--- src/rtl/prog_sequencer.sv ---
// prog_sequencer: launches the enabled program slots in order, times each run and reports results.
// Each slot gets a fixed start window, then runs until done or a timeout.
module prog_sequencer #(
   parameter int NUM_PROGS   = 3,
   parameter int PC_W        = 12,
   parameter int CYC_W       = 16,
   parameter int START_CYC   = 2,
   parameter int TIMEOUT_CYC = 50000,
   localparam int PW = NUM_PROGS > 1 ? $clog2(NUM_PROGS) : 1
) (
   input  logic                      clk,
   input  logic                      reset,
   input  logic                      run_req,
   input  logic [NUM_PROGS-1:0]      prog_mask,
   input  logic [NUM_PROGS*PC_W-1:0] base_addr,
   output logic                      core_start,
   output logic [PC_W-1:0]           core_base,
   input  logic                      core_done,
   output logic                      busy,
   output logic [PW-1:0]             cur_prog,
   output logic                      result_valid,
   output logic [PW-1:0]             result_prog,
   output logic [CYC_W-1:0]          cyc_count,
   output logic                      timeout_err,
   output logic                      all_done
);
   localparam int SW = START_CYC > 1 ? $clog2(START_CYC) : 1;

   typedef enum logic [2:0] {IDLE, SELECT, START, RUN, RECORD, FINISH} state_t;

   state_t               state;
   logic [NUM_PROGS-1:0] pend;
   logic [SW-1:0]        start_cnt;
   logic [CYC_W-1:0]     run_cnt;
   logic [PW-1:0]        nxt;
   logic [PC_W-1:0]      nxt_base;

   always_comb begin
      nxt = '0;
      for (int i = NUM_PROGS - 1; i >= 0; i--)
         if (pend[i]) nxt = PW'(i);
      nxt_base = base_addr[nxt*PC_W +: PC_W];
   end

   // Outputs are registered on the transition into the state that shows them.
   always_ff @(posedge clk) begin
      if (reset) begin
         state        <= IDLE;
         pend         <= '0;
         start_cnt    <= '0;
         run_cnt      <= '0;
         core_start   <= 1'b0;
         core_base    <= '0;
         busy         <= 1'b0;
         cur_prog     <= '0;
         result_valid <= 1'b0;
         result_prog  <= '0;
         cyc_count    <= '0;
         timeout_err  <= 1'b0;
         all_done     <= 1'b0;
      end else begin
         result_valid <= 1'b0;
         all_done     <= 1'b0;
         case (state)
            IDLE: if (run_req) begin
               pend        <= prog_mask;
               timeout_err <= 1'b0;
               busy        <= 1'b1;
               state       <= SELECT;
            end
            SELECT: if (pend == '0) begin
               all_done <= 1'b1;
               state    <= FINISH;
            end else begin
               cur_prog   <= nxt;
               pend       <= pend & (pend - 1'b1);
               start_cnt  <= '0;
               core_start <= 1'b1;
               core_base  <= nxt_base;
               state      <= START;
            end
            START: if (start_cnt == SW'(START_CYC - 1)) begin
               core_start <= 1'b0;
               core_base  <= '0;
               run_cnt    <= '0;
               state      <= RUN;
            end else begin
               start_cnt <= start_cnt + 1'b1;
            end
            // done takes priority over the timeout on the final cycle
            RUN: if (core_done || run_cnt == CYC_W'(TIMEOUT_CYC - 1)) begin
               cyc_count    <= run_cnt + 1'b1;
               timeout_err  <= timeout_err | ~core_done;
               result_valid <= 1'b1;
               result_prog  <= cur_prog;
               state        <= RECORD;
            end else begin
               run_cnt <= run_cnt + 1'b1;
            end
            RECORD: state <= SELECT;
            FINISH: begin
               busy  <= 1'b0;
               state <= IDLE;
            end
            default: state <= IDLE;
         endcase
      end
   end
endmodule
--- config.mk ---
export PLATFORM = sky130hd
export DESIGN_NAME = prog_sequencer
export DESIGN_NICKNAME = d
export VERILOG_FILES = /design/src/rtl/prog_sequencer.sv
export SDC_FILE = /design/constraint.sdc
export NUM_CORES = 1
export LEC_CHECK = 0
export ABC_CLOCK_PERIOD_IN_PS = 4450
export CAP_MARGIN = 15
export CORE_ASPECT_RATIO = 0.8
export CORE_MARGIN = 2
export CORE_UTILIZATION = 30
export CTS_CLUSTER_SIZE = 40
export DETAILED_ROUTE_END_ITERATION = 7
export PLACE_DENSITY_LB_ADDON = 0.15
export SKIP_LAST_GASP = 1
export SYNTH_ARGS = -nofsm -noshare
export SYNTH_HDL_FRONTEND = slang
export SYNTH_SLANG_ARGS = --single-unit
--- constraint.sdc ---
create_clock -name clk -period 4.45 [get_ports clk]
set_input_delay 0.89 -clock clk [delete_from_list [all_inputs] [get_ports clk]]
set_output_delay 0.89 -clock clk [all_outputs]
set_load 0.1 [all_outputs]
==> results.md <==
* Pre-CTS WS at approximately 1.7 ns
* Register-to-register setup slack at between 1.5 and 2 ns
* Post-DP HPWL at approximately 6.3 mm
* Crit. End Element: primary output
* Crit-path max FO at 3
* Post-Syn Nets at around 400
* Max-slew headroom at roughly 30%
* Share of layout cells above drive strength 1 at between 10% and 20%
* Area share of the largest cell type after synthesis at between 30% and 40%
* Filler Cell Count at approximately 1.0k
* Worst Setup Start Kind: flip-flop
* Initial antenna violation count at 0
* Nets at roughly 450
* Reg-to-reg startpoint: state[2]
* First-pass GRT wire length at approximately 14 mm
* YS warnings at 0
* Setup TNS Final at 0 ns
* Register Area at roughly 1200 µm²
* Placed cells at between 500 and 600
* MaxCap Viol Count at 0
* Max-slew violation count at 0
* Total Wirelength at around 8.8 mm
* Fin crit period at about 2.7 ns
* Worst-Margin Slew at 1.05 ns
* Hold depth at 2
* Clk sinks at 60
* Number of enable flip-flop cells after synthesis at 0
* Gr usage total at between 10% and 20%
* Total chip power at approximately 1600 µW
* Final worst-path cycle share at between 60% and 70%
* Crit-path max cell delay at between 1 and 1.5 ns
* IO buf count at 79
* Multi-input gate area at around 1700 µm²
* Bufs on Longest Clock Path at 2
* Chip height at 95 µm
* Area growth, synth to finish at 37.6%
* CTS tree: yes
* Initial cell density of the core at between 30% and 40%
* Synth unique cells at 54
* Setup Viol. Count Final at 0
* Peak VDD IR at between 0.15 and 0.2 mV
* Die area at ~11,000 µm²
* Synth top area cells: dfxtp_1 39%, a21oi_1 7.7%, a211oi_2 4.8%
* Post-synth ARST share at 0%
* Count leader, synth: dfxtp_1
* Cell count along the critical path at 1
* Worst min path class: flip-flop to flip-flop
* Cells along the critical path: clkdlybuf4s50_1
* Synthesized flop and latch total at 60
* Syn avg cell area at between 8 and 9 µm²
* Fraction of the yosys area taken by sequential cells at between 30% and 40%
* Vias in the first global route at approximately 2.6k
* Clock transition at the registers of the reported paths at ~0.050 ns
* Outcome: finished clean
* Final Skew at between 0.006 and 0.007 ns
* Fin cells at about 550
* Clock buffer count from CTS at 9
* Synth area leader: dfxtp_1
* Grt ovf at 0
* Worst R2R End: run_cnt[11]
* Crit path required time at around 3.6 ns
* WS Path Type: flip-flop to primary output
* Mapped Area at a little over 3000 µm²
* 1st-iter DRT viols at 120
* Lkg Pwr at around 0.0014 µW
* # Post-CTS Setup Buffers at 0
* Crit path max-delay family: buffers and inverters
* H-tree levels at 3
* Hold Vio Cnt, Final at 0
* Fin util at a little over two fifths
* Later-pin clock latency in the skew report at approximately 0.33 ns
* Syn Inst Count at 346
* CP Buf/Inv Count at 1
* Synth Flop Type: dfxtp_1
* Row count at 33
* Vias per inst at roughly 5.3
* IO Count at 80
* RSZ-0062 raised after global routing: no
* Slowest cell on crit path: clkdlybuf4s50_1
* Number of routed nets with antenna violations at 0
* TritonRoute pass-1 iters at 4
* FMAX at between 300 and 400 MHz
* Drt wl/cell at approximately 16 µm
* Antenna Cells at 0
* CP Launch Point: cur_prog[0]
* Worst setup endpoint: cur_prog[0]
* Via count at around 2.9k
* GPL Wtd Cong at ~0.77
* R2R depth at 3
* Core box area at 10,200 µm²
* Pin count of the biggest net entering global routing at 33
* Hold_buf cts at 0
* Die X at approximately 120 µm
* Setup ws final at 1.71 ns
* CTS resizes at 0
* Drt drc at 0
* Power density cells at about 380 nW/µm²
* Crit path DAT at approximately 1.9 ns
* Root Buffer: clkbuf_16
* Synth top cells by count: 60 x dfxtp_1, 48 x a21oi_1, 21 x o21ai_0, 20 x clkbuf_1, 18 x nand2_1
-- placed cells by master (no fill, tap or decap), drive strengths merged, types with 2 or more instances in the layout --
cell type | synthesis | final
clkdlybuf4s50 | 0 | 78
dfxtp | 60 | 60
a21oi | 48 | 48
o21ai | 27 | 27
nand2 | 19 | 19
o211ai | 14 | 14
a211oi | 14 | 14
a221o | 12 | 12
nand3 | 12 | 12
inv | 11 | 11
nor2 | 11 | 11
clkbuf | 20 | 11
nor3 | 9 | 9
xnor2 | 8 | 8
or4 | 6 | 6
nor4 | 6 | 6
buf | 11 | 5
or3 | 4 | 4
nand4 | 4 | 4
o32ai | 4 | 4
o221ai | 4 | 4
o31ai | 4 | 4
xor2 | 4 | 4
clkinv | 1 | 4
nor2b | 3 | 3
and3 | 3 | 3
o311ai | 3 | 3
and3b | 2 | 2
nand4bb | 2 | 2
o21a | 2 | 2
a31oi | 2 | 2
a311oi | 2 | 2
bufinv | 0 | 2
-- registers in the layout (all words and copies together), names as in the netlist, 2 cells and up --
name	cells
core_base	12
cur_prog	2
cyc_count	16
pend	3
result_prog	2
run_cnt	16
state	3
-- cells by family (layout without fill, tap and decap cells) --
logic type	count (synthesis)	count (layout)	synth area share [%]
adders and majority gates	1	1	0.403
AOI/OAI and AO/OA	141	141	32.7
DFF	60	60	38.7
buffers and inverters	43	111	6.12
and+or+nand+nor	89	89	18.7
xor gates and xnor gates	12	12	3.38
-- per-layer routing --
layer	routed length [µm]	vias up	track usage [%]
li1	-	1452	-
met1	4620	1415	23.6
met2	3870	48	22.3
met3	261	8	3.99
met4	85	0	4.32
met5	0	-	0
-- stage by stage --
stage / hold WS, ns / cell area (µm²)
6_report: 0.470 / 4270
5_1_grt: 0.491 / 4270
4_1_cts: 0.473 / 4270
3_5_place_dp: 0.467 / 3960
3_3_place_gp: 0.460 / 3960
2_1_floorplan: 0.479 / 3110
-- layout make-up --
class	instances	share of cell area (%)
clock buffers	11	5.68
flip-flops and latches	60	28.1
inverters	12	1.05
multi-input cells	243	40.2
clock inverters	5	1.76
well taps	140	4.10
repair buffers	83	19.1
-- where the power goes --
part           switching (µW)  total [µW]  leakage [µW]  internal [µW]
clock network             240         742      0.000159            502
logic                     199         307      0.000720            108
registers                30.8         590      0.000485            559
total                     469        1640       0.00136           1170
-- how the worst min path moves through the flow --
stage               endpoint          start
5_1_grt        core_base[11]  core_base[11]
3_3_place_gp    core_base[8]   core_base[8]
4_1_cts         core_base[3]   core_base[3]
2_1_floorplan      start_cnt      start_cnt
3_5_place_dp    core_base[6]   core_base[6]
6_report        core_base[3]   core_base[3]
-- tightest hold or removal path: cells and delay by family, from the launching register on --
family / cells / cell delay (ns)
compound gates: 2 / 0.12
flops: 1 / 0.30
Power figures use the tool's default switching activity.
